==> src/rtl/dma_pkg.sv <==
// Shared definitions for the DMA active-cycle sequencer.
// Contents: channel count, state encoding, transfer-type encoding, one-hot helper.
package dma_pkg;

    localparam int unsigned NUM_CH = 4;
    localparam int unsigned CH_W   = 2;

    // Sequencer states: idle, hold-request, then the four transfer states.
    typedef logic [2:0] dma_state_e;
    localparam dma_state_e ST_SI = 3'd0;
    localparam dma_state_e ST_S0 = 3'd1;
    localparam dma_state_e ST_S1 = 3'd2;
    localparam dma_state_e ST_S2 = 3'd3;
    localparam dma_state_e ST_S3 = 3'd4;
    localparam dma_state_e ST_S4 = 3'd5;

    // Per-channel transfer type from the mode register; 11 behaves as verify.
    typedef logic [1:0] xfer_type_e;
    localparam xfer_type_e XFER_VERIFY = 2'b00;
    localparam xfer_type_e XFER_WRITE  = 2'b01;
    localparam xfer_type_e XFER_READ   = 2'b10;

    function automatic logic [NUM_CH-1:0] ch_onehot(input logic [CH_W-1:0] ch);
        logic [NUM_CH-1:0] v;
        v     = '0;
        v[ch] = 1'b1;
        return v;
    endfunction

endpackage

==> src/rtl/dma_priority_arb.sv <==
// Request arbiter for the DMA sequencer.
// Ports: clk/rst_n, req (valid requests), rotate (select rotating priority),
//        upd/upd_ch (retire a serviced channel to lowest priority),
//        grant (winning channel), valid (any request present).
// With ROTATING_PRIORITY_EN undefined, priority is fixed (ch0 highest) and
// the pointer register does not exist.
module dma_priority_arb
    import dma_pkg::*;
(
    input  logic              clk,
    input  logic              rst_n,
    input  logic [NUM_CH-1:0] req,
    input  logic              rotate,
    input  logic              upd,
    input  logic [CH_W-1:0]   upd_ch,
    output logic [CH_W-1:0]   grant,
    output logic              valid
);

    // Lowest-priority channel; the search starts just above it.
    logic [CH_W-1:0] base;
    logic [CH_W-1:0] cand;

`ifdef ROTATING_PRIORITY_EN
    logic [CH_W-1:0] ptr;

    // Pointer holds the most recently retired channel; reset makes ch0 highest.
    always_ff @(posedge clk or negedge rst_n) begin
        if (!rst_n) begin
            ptr <= CH_W'(NUM_CH - 1);
        end else if (upd) begin
            ptr <= upd_ch;
        end
    end

    assign base = rotate ? ptr : CH_W'(NUM_CH - 1);
`else
    logic unused_cfg;
    assign unused_cfg = ^{clk, rst_n, rotate, upd, upd_ch};
    assign base       = CH_W'(NUM_CH - 1);
`endif

    // Scan from lowest to highest priority so the highest-priority hit wins last.
    always_comb begin
        grant = '0;
        valid = 1'b0;
        cand  = '0;
        for (int k = int'(NUM_CH); k >= 1; k--) begin
            cand = base + CH_W'(k);
            if (req[cand]) begin
                grant = cand;
                valid = 1'b1;
            end
        end
    end

endmodule

==> src/rtl/dma_timing_ctrl.sv <==
// Active-cycle sequencer for an 8237A-style DMA controller.
// Inputs : CLK, RESET_N, DREQ, HLDA, EOP_N, mask, mode_type, mode_block,
//          cmd_disable, cmd_rotate, tc_in.
// Outputs: HRQ, DACK, AEN, ADSTB, MEMR_N, MEMW_N, IOR_N, IOW_N (registered),
//          svc_ch, upd_strb (registered), EOP_OUT_N, tc_pulse (decoded from the
//          registered S4 state and the live tc_in/EOP_N so they land in that S4).
// Build option: ROTATING_PRIORITY_EN enables cmd_rotate and the rotation pointer.
module dma_timing_ctrl
    import dma_pkg::*;
(
    input  logic                CLK,
    input  logic                RESET_N,
    input  logic [NUM_CH-1:0]   DREQ,
    input  logic                HLDA,
    input  logic                EOP_N,
    input  logic [NUM_CH-1:0]   mask,
    input  logic [2*NUM_CH-1:0] mode_type,
    input  logic [NUM_CH-1:0]   mode_block,
    input  logic                cmd_disable,
    input  logic                cmd_rotate,
    input  logic                tc_in,
    output logic                HRQ,
    output logic [NUM_CH-1:0]   DACK,
    output logic                AEN,
    output logic                ADSTB,
    output logic                MEMR_N,
    output logic                MEMW_N,
    output logic                IOR_N,
    output logic                IOW_N,
    output logic                EOP_OUT_N,
    output logic [CH_W-1:0]     svc_ch,
    output logic                upd_strb,
    output logic [NUM_CH-1:0]   tc_pulse
);

    dma_state_e        state, state_n;
    logic [CH_W-1:0]   svc_n;
    logic              eop_seen, eop_seen_n;
    logic [NUM_CH-1:0] req_valid;
    logic [CH_W-1:0]   grant;
    logic              grant_valid;
    logic              ptr_upd;
    logic              term_c;
    logic              act_n;
    logic              rd_ph_n;
    xfer_type_e        xtype_n;

    assign req_valid = cmd_disable ? '0 : (DREQ & ~mask);

    dma_priority_arb u_arb (
        .clk    (CLK),
        .rst_n  (RESET_N),
        .req    (req_valid),
        .rotate (cmd_rotate),
        .upd    (ptr_upd),
        .upd_ch (svc_ch),
        .grant  (grant),
        .valid  (grant_valid)
    );

    // Termination is decided in S4; an EOP seen earlier in S2/S3 is remembered.
    assign term_c    = (state == ST_S4) && (tc_in || !EOP_N || eop_seen);
    assign EOP_OUT_N = !term_c;
    assign tc_pulse  = term_c ? ch_onehot(svc_ch) : '0;

    // Next state, latched channel, and next-cycle output decode.
    always_comb begin
        state_n    = state;
        svc_n      = svc_ch;
        eop_seen_n = eop_seen;
        ptr_upd    = 1'b0;

        case (state)
            ST_SI: begin
                if (grant_valid) begin
                    svc_n   = grant;
                    state_n = ST_S0;
                end
            end
            ST_S0: begin
                if (HLDA) begin
                    state_n = ST_S1;
                end else if (!req_valid[svc_ch]) begin
                    state_n = ST_SI;
                end
            end
            ST_S1: state_n = ST_S2;
            ST_S2: state_n = ST_S3;
            ST_S3: state_n = ST_S4;
            ST_S4: begin
                if (!mode_block[svc_ch] || term_c || !DREQ[svc_ch]) begin
                    state_n = ST_SI;
                    ptr_upd = 1'b1;
                end else begin
                    state_n = ST_S1;
                end
            end
            default: state_n = ST_SI;
        endcase

        // Losing the bus mid-transfer abandons it with no pointer step.
        if ((state == ST_S1 || state == ST_S2 || state == ST_S3 || state == ST_S4) && !HLDA) begin
            state_n = ST_SI;
            svc_n   = '0;
            ptr_upd = 1'b0;
        end

        if ((state == ST_S2 || state == ST_S3) && !EOP_N) begin
            eop_seen_n = 1'b1;
        end
        if (state_n == ST_S1 || state_n == ST_SI) begin
            eop_seen_n = 1'b0;
        end

        act_n   = (state_n == ST_S1) || (state_n == ST_S2) ||
                  (state_n == ST_S3) || (state_n == ST_S4);
        rd_ph_n = (state_n == ST_S2) || (state_n == ST_S3);
        xtype_n = mode_type[{svc_n, 1'b0} +: 2];
    end

    always_ff @(posedge CLK or negedge RESET_N) begin
        if (!RESET_N) begin
            state    <= ST_SI;
            svc_ch   <= '0;
            eop_seen <= 1'b0;
            HRQ      <= 1'b0;
            DACK     <= '0;
            AEN      <= 1'b0;
            ADSTB    <= 1'b0;
            MEMR_N   <= 1'b1;
            MEMW_N   <= 1'b1;
            IOR_N    <= 1'b1;
            IOW_N    <= 1'b1;
            upd_strb <= 1'b0;
        end else begin
            state    <= state_n;
            svc_ch   <= svc_n;
            eop_seen <= eop_seen_n;
            HRQ      <= (state_n != ST_SI);
            DACK     <= act_n ? ch_onehot(svc_n) : '0;
            AEN      <= act_n;
            ADSTB    <= (state_n == ST_S1);
            MEMR_N   <= !(rd_ph_n && xtype_n == XFER_READ);
            IOR_N    <= !(rd_ph_n && xtype_n == XFER_WRITE);
            IOW_N    <= !((state_n == ST_S3) && xtype_n == XFER_READ);
            MEMW_N   <= !((state_n == ST_S3) && xtype_n == XFER_WRITE);
            upd_strb <= (state_n == ST_S4);
        end
    end

endmodule
==> config.mk <==
export PLATFORM = sky130hd
export DESIGN_NAME = dma_timing_ctrl
export DESIGN_NICKNAME = d
export VERILOG_FILES = /design/src/rtl/dma_pkg.sv /design/src/rtl/dma_priority_arb.sv /design/src/rtl/dma_timing_ctrl.sv
export SDC_FILE = /design/constraint.sdc
export NUM_CORES = 1
export LEC_CHECK = 0
export BUFFER_PORTS_ARGS = -buffer_cell sky130_fd_sc_hd__buf_4
export CAP_MARGIN = 20
export CORE_MARGIN = 2
export CORE_UTILIZATION = 42
export DETAILED_ROUTE_END_ITERATION = 10
export GPL_TIMING_DRIVEN = 0
export PLACE_DENSITY = 0.72
export SLEW_MARGIN = 20
export SYNTH_ARGS = -nofsm -noshare
export SYNTH_HDL_FRONTEND = slang
export SYNTH_SLANG_ARGS = --single-unit
==> constraint.sdc <==
create_clock -name CLK -period 1.8 [get_ports CLK]
set_input_delay 0.18 -clock CLK [delete_from_list [all_inputs] [get_ports CLK]]
set_output_delay 0.18 -clock CLK [all_outputs]
set_load 0.05 [all_outputs]
### Word level (Yosys, flattened, before mapping)

Cells that the tools add are included.

| storage, ports and cells | value |
|---|---|
| bits in registers | 18 |
| bits of input ports | 27 |
| output and inout bits | 19 |
| word-level logic and storage cells | 97 |

| operators by class | value |
|---|---|
| magnitude comparators | 4 |
| equal/unequal tests | 11 |
| shift-type cells | 1 |
| mux-type cells | 32 |
| bitwise gates (word level) | 2 |
| reduce and logical (&&, ||, !) cells | 35 |

Operator list:

| cell | count |
|---|---|
| one-hot mux 3 bit (6 select lines) | 1 |
| two-way mux 2 bit | 8 |
| logical OR 1 bit | 13 |
| equality test 3 x 2 -> 1 bit, second input constant | 4 |
| equality test 3 bit, second input constant | 4 |
| two-way mux 3 bit | 4 |
| two-way mux 4 bit | 3 |
| two-way mux 1 bit | 11 |
| logical AND 1 bit | 9 |
| zero test 1 bit | 9 |
| variable part select 8 x 4 -> 2 bit | 1 |
| binary-select mux 1 bit (select 2 bit) | 3 |
| zero test 3 bit | 2 |
| less-than comparator 2 x 3 -> 1 bit, second input constant | 2 |
| AND 4 bit | 1 |
| demux 1 bit (select 2 bit) | 2 |
| greater-or-equal comparator 2 x 1 -> 1 bit, second input constant | 2 |
| inverter 4 bit | 1 |
| equality test 3 x 1 -> 1 bit, second input constant | 1 |
| nonzero test 3 bit | 1 |
| equality test 2 x 1 -> 1 bit, second input constant | 1 |
| equality test 2 bit, second input constant | 1 |
| nonzero test 2 bit | 1 |

### Depth between registers and ports, before layout

Gate-level depths: netlist (run 1).

| depth | value |
|---|---|
| word-level depth | 15 |
| mapped depth | 7 |
| mapped depth without buffers | 6 |

### Cells and area by module

Synthesis (run 1) repeated with hierarchy kept, for this count alone.

| unflattened totals | value |
|---|---|
| cell total of the unflattened synthesis | 117 |
| area, all modules | 1077.3 µm² |

By module, submodules not included:

| module | times used | cells an instance | area each (µm²) | sequential area each (µm²) |
|---|---|---|---|---|
| dma_timing_ctrl | 1 | 110 | 1042.2 | 455.4 |
| dma_priority_arb | 1 | 7 | 35.0 | 0.0 |

### Worst setup path after synthesis (run 1)

Ideal clock, no wire load.

| timing | value |
|---|---|
| path type | reg2out |
| from | register state[1] |
| to | output port tc_pulse[0] |
| data arrival time | 2387 ps |
| required time | 1620 ps |
| setup slack | -767 ps |
| cell stages (with the launch flop) | 6 |
| buffers on the path | 1 |
| cells stage by stage | dfrtp_1 -> clkbuf_1 -> and3b_2 -> nor2b_1 -> inv_1 -> nor3_1 |

| between the ends | value |
|---|---|
| longest elaborated chain between the ends | 3 |

RTL lines:

| item | RTL line | text |
|---|---|---|
| from (decl) | dma_timing_ctrl.sv:36 | `dma_state_e state, state_n;` |
| from (signal assigned) | dma_timing_ctrl.sv:136 | `state <= state_n;` |
| equality test 3 bit | n/a |  |
| logical AND 1 bit | dma_timing_ctrl.sv:62 | `assign term_c = (state == ST_S4) && (tc_in \|\| !EOP_N \|\| eop_seen);` |
| two-way mux 4 bit | dma_timing_ctrl.sv:64 | `assign tc_pulse = term_c ? ch_onehot(svc_ch) : '0;` |
| to (decl) | dma_timing_ctrl.sv:33 | `output logic [NUM_CH-1:0] tc_pulse` |

Every way passes these cells.

### Worst setup path in the final report (run 1)

| timing | value |
|---|---|
| from | register state[1] |
| to | register IOR_N |

| between the ends | value |
|---|---|
| elaborated cells between the ends (all ways) | 28 |
| those cells by class | eq/ne: 8; shift: 1; mux: 8; reduce/logical: 11 |

RTL lines:

| item | RTL line | text |
|---|---|---|
| equality test 3 x 2 -> 1 bit | dma_timing_ctrl.sv:102 | `if ((state == ST_S1 \|\| state == ST_S2 \|\| state == ST_S3 \|\| state == ST_S4) && !HLDA) begin` |
| logical OR 1 bit (3 in a row) | dma_timing_ctrl.sv:102 |  |
| logical AND 1 bit | dma_timing_ctrl.sv:102 |  |
| two-way mux 2 bit * | dma_timing_ctrl.sv:102 |  |
| named net svc_n[1] | dma_timing_ctrl.sv:37 | `logic [CH_W-1:0] svc_n;` |
| variable part select 8 x 4 -> 2 bit * | dma_timing_ctrl.sv:118 | `xtype_n = mode_type[{svc_n, 1'b0} +: 2];` |
| equality test 2 x 1 -> 1 bit * | dma_timing_ctrl.sv:144 | `IOR_N <= !(rd_ph_n && xtype_n == XFER_WRITE);` |
| logical AND 1 bit * | dma_timing_ctrl.sv:144 |  |
| zero test 1 bit * | dma_timing_ctrl.sv:144 |  |
| to (signal assigned) | dma_timing_ctrl.sv:144 |  |
| to (decl) | dma_timing_ctrl.sv:28 | `output logic IOR_N,` |

The timed path passes the listed nets; every way through them passes the cells marked *.
A chain may end at the register's enable or synchronous reset.

==> results.py, run 1 <==
metrics = {
    "synth": {
        "synthSimpleGateAreaFrac": 0.2464,
        "synth-seq-cells": 18,
        "synth_xor_area_frac": 0.008373,
        "synth_compound_area_frac": 0.1770,
        "ys.flop_type": "dfrtp_1",
        "syn_area_per_cell_um2": 9.685,
        "synth_mux_area_frac": 0.07297,
        "syn_inst": 108,
        "synth_fa_ha_area_frac": 0,
        "synth_edf_count": 0,
        "netlist_area_um2": 1046,
        "seq_area_frac_synth": 0.4354,
        "yosys_warnings": 0,
        "synthArstFlopShare": 1.000,
        "synth_top_family_by_area": "simple AND/OR/NAND/NOR gates",
        "ys_types": 38,
        "syn_nets": 135,
    },
    "setup_path": {
        "crit_chain": "or4_4 > a21o_1 > o211a_1 > buf_6 > mux2i_4 > o2111ai_1",
        "crit_type": "reg -> reg",
        "worstPathArrival_ns": 2.15,
        "required_ns": 2.02,
        "critPathCaptureType": "flop",
        "cp_slowest_stage_delay_ns": 0.57,
        "cp_top_family": "simple AND/OR/NAND/NOR gates",
        "crit_path_start_kind": "flop",
        "slowest_stage": "or4_4",
        "cp_num_buf_inv": 1,
        "critPathMaxFanout": 7,
    },
    "clock_tree": {
        "cts_max_level": 1,
        "cts_buffers": 3,
        "cts.path.max_buffers": 2,
        "numClockSinks": 18,
        "cts_tree": "done",
        "cts.clk_slew.worst_paths_ns": 0.10,
        "cts-root-buf": "clkbuf_4",
        "clkLatencyLatePin_ns": 0.29,
    },
    "timing": {
        "fin_ws_ns": -0.1303,
        "tns_ns": -0.5780,
        "slew_violations": 0,
        "relSlewSlack": 0.6861,
        "setup_violations": 10,
        "finalCritPeriodShare": 1.072,
        "rsz0062_at_grt": "yes",
        "finalClockSkew_ns": 0.002101,
        "hold_viol_final": 0,
        "fmax_ghz": 0.5181,
        "worst_pin_slew_ns": 0.4691,
        "finalCriticalPeriod_ns": 1.930,
    },
    "placed_design": {
        "dpl_cell_area_um2": 1454,
        "io_buffer_count": 44,
        "place_ws_ns": -0.1424,
        "hpwlAfterDp_mm": 1.913,
        "gp_congestion": 0.8189,
    },
    "route": {
        "vias_per_cell": 5.134,
        "first_iter_violations": 28,
        "ant_nets": 0,
        "wl_per_cell_um": 13.88,
        "wl_mm": 2.693,
        "drc": 0,
        "drt_pass1_iterations": 4,
        "dr_total_vias": 996,
    },
    "floorplanning": {
        "die_w_um": 53.91,
        "ioPinCount": 46,
        "fp.dieH_um": 53.91,
        "fp.coreArea_um2": 2410,
        "die-area_um2": 2906,
        "start_util": 0.4341,
        "rows": 18,
    },
    "finish": {
        "nets": 192,
        "fill_cells": 180,
        "antenna_cells": 0,
        "drive_gt1_frac": 0.5732,
        "syn_to_final_growth_pct": 57.66,
        "design_area_um2": 1649,
    },
    "power_and_ir_drop": {
        "total_leakage_power_nw": 0.7659,
        "power_density_nw_per_um2": 1490,
        "ir_worst_vdd_mv": 1.174,
    },
    "global_route": {
        "grt_antenna_before_repair": 0,
        "grt_overflow": 0,
        "grt_usage": 0.1958,
        "grt_pass1_vias": 919,
        "grt_max_degree": 19,
        "grt_pass1_wl_mm": 4.002,
    },
    "flow_run": {
        "drv_cap": 0,
    },
    "outcome": {
        "failed_checks": "negative setup slack",
        "status": "complete, but fails checks",
    },
    "min_path": {
        "hold_path.class": "in -> reg",
    },
}
-- cells by family after synthesis --
logic type / after synthesis
and+or+nand+nor: 48
AOI/OAI and AO/OA: 24
DFF: 18
buffers and inverters: 12
muxes: 5
xor gates and xnor gates: 1
-- what timing repair did --
item	4_1_cts	5_1_grt
pin swaps	3	5
buffers inserted	6	2
hold buffers	1	0
endpoints found under the hold margin	18	0
setup endpoints to repair	15	16
gates resized for setup	13	11
-- registers in the layout, summed over array words and instances (netlist names) --
| register | count |
|---|---|
| upd_strb | 1 |
| MEMR_N | 1 |
| ADSTB | 1 |
| eop_seen | 1 |
| state | 3 |
| MEMW_N | 1 |
| IOW_N | 1 |
| svc_ch | 2 |
| HRQ | 1 |
| DACK | 4 |
| IOR_N | 1 |
| AEN | 1 |
-- cell type report --
class                      count  area (µm²)  area share
sequential                    18       460.4      0.2792
tap                           30       37.54     0.02276
clock buffer                   4       36.28     0.02200
timing repair buffer          53       419.2      0.2542
buffer                         4       41.29     0.02504
inverter                       7       26.28     0.01593
multi-input combinational     78       628.1      0.3809
-- placed cells by master, fill, tap and decap left out, types with 2 or more instances in the layout --
cell type and instances:
inv_1 5, buf_4 48, nand2_1 7, nor2b_1 3
inv_2 2, o2111ai_1 4, buf_6 5, nand2b_1 12
clkbuf_4 3, a21oi_1 2, dfrtp_1 12, o221ai_2 3
a21o_1 3, mux4_2 2, o211ai_1 2, clkbuf_8 2
nor2_1 10, dfstp_2 4, nor2_2 2
-- layer usage --
layer  vias to the layer above  GRT usage  wire length (µm)
met3                         3    0.05833               112
met5                         -          0                 0
li1                        495          -                 -
met4                         0    0.03846                 6
met1                       476     0.2328              1136
met2                        22     0.3476              1438
-- worst register-to-register path, cell delays in order (launching register included) --
cell and delay, ns:
dfrtp_1 0.43, or4_4 0.57, a21o_1 0.19, o211a_1 0.13, buf_6 0.14, mux2i_4 0.18
o2111ai_1 0.20
-- final timing paths --
path,from,to,slack [ns],cells after the start
max,state[1],IOR_N,-0.13,6
min,EOP_N,eop_seen,0.17,4
max reg2reg,state[1],IOR_N,-0.13,6
min reg2reg,eop_seen,eop_seen,0.61,2
max in group asynchronous,RESET_N,IOR_N,1.28,2
min in group asynchronous,RESET_N,state[2],0.27,2
-- stage by stage --
stage	cells	hold slack, ns	power, W	utilization
floorplan	108	-0.1156	0.001634	-
global placement	182	0.05276	0.001957	0.6033
detailed placement	182	0.05536	0.001987	0.6033
CTS	193	0.1815	0.002358	0.6615
global route	194	0.1814	0.002590	0.6843
finish	194	0.1741	0.002457	0.6843
-- power by group --
group	total, W	switching [W]	internal [W]
Combinational	0.00157	0.000920	0.000652
Clock	0.000246	0.000122	0.000123
Sequential	0.000638	0.0000958	0.000542
Total	0.00246	0.00114	0.00132
-- cell usage after synthesis, types with 2 or more instances --
| master | instances | area [µm²] |
|---|---|---|
| o211ai_1 | 2 | 15.01 |
| dfrtp_1 | 14 | 350.3 |
| buf_6 | 2 | 22.52 |
| inv_1 | 7 | 26.28 |
| nor2_1 | 12 | 45.04 |
| nor2b_1 | 4 | 25.02 |
| mux4_2 | 2 | 45.04 |
| dfstp_2 | 4 | 105.1 |
| nand2b_1 | 12 | 75.07 |
| nand3_1 | 2 | 10.01 |
| o221ai_1 | 3 | 26.28 |
| o21ai_0 | 2 | 10.01 |
| mux2i_1 | 2 | 20.02 |
| a21o_1 | 3 | 22.52 |
| nand2_1 | 8 | 30.03 |
| nor3_1 | 2 | 10.01 |
| a21oi_1 | 2 | 10.01 |
| o2111ai_1 | 4 | 35.03 |
| buf_2 | 2 | 10.01 |
Power figures use the tool's default switching activity.
==> run 2, diff against run 1 <==
--- a/config.mk
+++ b/config.mk
@@ -7,11 +7,13 @@
 export LEC_CHECK = 0
 export BUFFER_PORTS_ARGS = -buffer_cell sky130_fd_sc_hd__buf_4
 export CAP_MARGIN = 20
+export CELL_PAD_IN_SITES_DETAIL_PLACEMENT = 1
+export CELL_PAD_IN_SITES_GLOBAL_PLACEMENT = 2
 export CORE_MARGIN = 2
-export CORE_UTILIZATION = 42
+export CORE_UTILIZATION = 26
 export DETAILED_ROUTE_END_ITERATION = 10
 export GPL_TIMING_DRIVEN = 0
-export PLACE_DENSITY = 0.72
+export PLACE_DENSITY = 0.74
 export SLEW_MARGIN = 20
 export SYNTH_ARGS = -nofsm -noshare
 export SYNTH_HDL_FRONTEND = slang
==> constraint.sdc (replaced) <==
create_clock -name CLK -period 1.85 [get_ports CLK]
set_input_delay 0.37 -clock CLK [delete_from_list [all_inputs] [get_ports CLK]]
set_output_delay 0.37 -clock CLK [all_outputs]
set_load 0.05 [all_outputs]
==> run 2 against run 1 <==
  * Register-to-register slack hardly changed
  * Sequential share of layout area shrank 0.38 points
  * Hold slack better by 0.24 ns
  * Critical path type is now reg -> out
  * Largest cell class unchanged
  * Via count is 2.8% higher
  * The run still ends with negative setup slack left
  * Combinational power fell by 3%
  * Total power shrank 1.1%
  * Non-clock buffer count unchanged
  * Flip-flop and latch count unchanged
  * Sequential power fell by 7.1%
==> results.py, run 2 (synthesized netlist as in run 1, its figures left out) <==
metrics = {
    "clock_tree": {
        "clkLatencyLatePin_ns": 0.25,
        "numClockSinks": 18,
        "cts_buffers": 3,
        "cts_tree": "done",
        "cts-root-buf": "clkbuf_8",
        "cts.clk_slew.worst_paths_ns": 0.07,
        "cts.path.max_buffers": 2,
        "cts_max_level": 1,
    },
    "route": {
        "drc": 0,
        "first_iter_violations": 17,
        "ant_nets": 0,
        "vias_per_cell": 4.785,
        "wl_per_cell_um": 14.31,
        "dr_total_vias": 1024,
        "drt_pass1_iterations": 4,
        "wl_mm": 3.062,
    },
    "power_and_ir_drop": {
        "power_density_nw_per_um2": 1461,
        "total_leakage_power_nw": 0.7730,
        "ir_worst_vdd_mv": 0.6307,
    },
    "placed_design": {
        "gp_congestion": 0.7779,
        "hpwlAfterDp_mm": 2.313,
        "dpl_cell_area_um2": 1489,
        "io_buffer_count": 44,
    },
    "setup_path": {
        "crit_path_start_kind": "flop",
        "critPathCaptureType": "primary output",
        "critPathMaxFanout": 4,
        "required_ns": 1.48,
        "crit_chain": "clkbuf_8 > and3b_2 > nor2b_4 > and3_1 > buf_6",
        "cp_slowest_stage_delay_ns": 0.40,
        "worstPathArrival_ns": 1.61,
        "crit_type": "reg -> out",
        "slowest_stage": "dfrtp_1",
    },
    "finish": {
        "design_area_um2": 1663,
        "largest_reg_flops": 4,
        "final_cell_mix": "buf_4 (47), dfrtp_1 (12), nand2b_1 (12)",
        "nets": 192,
        "syn_to_final_growth_pct": 58.97,
        "antenna_cells": 0,
        "drive_gt1_frac": 0.5366,
        "reg.largest.list": "DACK: 4 flops, state: 3 flops, svc_ch: 2 flops",
        "utilization": 0.4218,
        "final_common_cell": "buf_4",
        "fill_cells": 473,
        "regMostFlops": "DACK",
    },
    "global_route": {
        "grt_max_degree": 19,
        "grt_usage": 0.1440,
        "grt_overflow": 0,
        "grt_pass1_vias": 1110,
        "grt_antenna_before_repair": 0,
        "grt_pass1_wl_mm": 4.912,
    },
    "timing": {
        "rsz0062_at_grt": "yes",
        "hold_viol_final": 0,
        "fmax_ghz": 0.5056,
        "worst_pin_slew_ns": 0.4711,
        "fin_ws_ns": -0.1280,
        "relSlewSlack": 0.6848,
        "finalCritPeriodShare": 1.069,
        "finalCriticalPeriod_ns": 1.978,
        "finalClockSkew_ns": 0.002117,
        "setup_violations": 10,
        "slew_violations": 0,
    },
    "floorplanning": {
        "die_w_um": 67.43,
        "fp.dieH_um": 67.43,
        "rows": 23,
        "die-area_um2": 4546,
        "fp.coreArea_um2": 3943,
        "ioPinCount": 46,
        "start_util": 0.2653,
    },
    "min_path": {
        "hold_path.class": "in -> reg",
    },
    "flow_run": {
        "drv_cap": 0,
    },
    "outcome": {
        "failed_checks": "negative setup slack",
        "status": "complete, but fails checks",
    },
}
==> run 2: worst paths after layout <==
kind / start / to / slack, ns / depth (start not counted)
max in group asynchronous: RESET_N / IOR_N / 1.08 / 2
max: state[1] / tc_pulse[3] / -0.13 / 5
min in group asynchronous: RESET_N / HRQ / 0.52 / 2
min reg2reg: eop_seen / eop_seen / 0.58 / 2
min: EOP_N / eop_seen / 0.41 / 4
max reg2reg: state[0] / MEMR_N / -0.13 / 7
==> run 2: power by group <==
| part | total [W] | internal (W) | switching, W | leakage [nW] |
|---|---|---|---|---|
| combinational | 0.00152 | 0.000619 | 0.000897 | 0.521 |
| clock | 0.000321 | 0.000189 | 0.000132 | 0.0288 |
| sequential | 0.000593 | 0.000523 | 0.0000693 | 0.224 |
| total | 0.00243 | 0.00133 | 0.00110 | 0.773 |
==> run 2: per-stage QoR <==
stage	setup slack (ns)	std cells	power (W)	TNS (ns)	hold WS (ns)
2_1_floorplan	-0.03853	108	0.001585	-0.04105	0.07441
3_3_place_gp	-0.1859	202	0.001924	-1.228	0.2409
3_5_place_dp	-0.2096	202	0.001956	-1.425	0.2507
4_1_cts	-0.1515	212	0.002388	-1.003	0.4111
5_1_grt	-0.2296	214	0.002603	-2.417	0.4435
6_report	-0.1280	214	0.002429	-0.9003	0.4129
==> run 2: repair_timing <==
item                                    CTS  global route
pin swaps                                 3             1
hold endpoints to repair                 14             0
gates resized for setup                  11             3
setup buffers                             5             2
hold buffers                              1             0
endpoints found under the setup margin   14            16
==> run 2: worst max-delay path, delay by kind of cell, from the launching register on <==
family | cells | cell delay, ns
buffers and inverters | 2 | 0.30
flip-flops | 1 | 0.40
AND/OR/NAND/NOR | 3 | 0.65
==> run 2: layout make-up <==
type / instances / area, µm² / area share
multi-input cells: 78 / 595.6 / 0.3582
flip-flops and latches: 18 / 457.9 / 0.2754
repair buffers: 52 / 411.6 / 0.2476
well taps: 50 / 62.56 / 0.03762
clock buffers: 4 / 55.05 / 0.03311
plain buffers: 5 / 48.80 / 0.02935
inverters: 7 / 31.28 / 0.01881
==> run 2: metal layers <==
| metal | wire length [µm] | track usage |
|---|---|---|
| met1 | 1252 | 0.1667 |
| met2 | 1680 | 0.2698 |
| met3 | 129 | 0.03167 |
| met4 | 0 | 0.03061 |
| met5 | 0 | 0 |
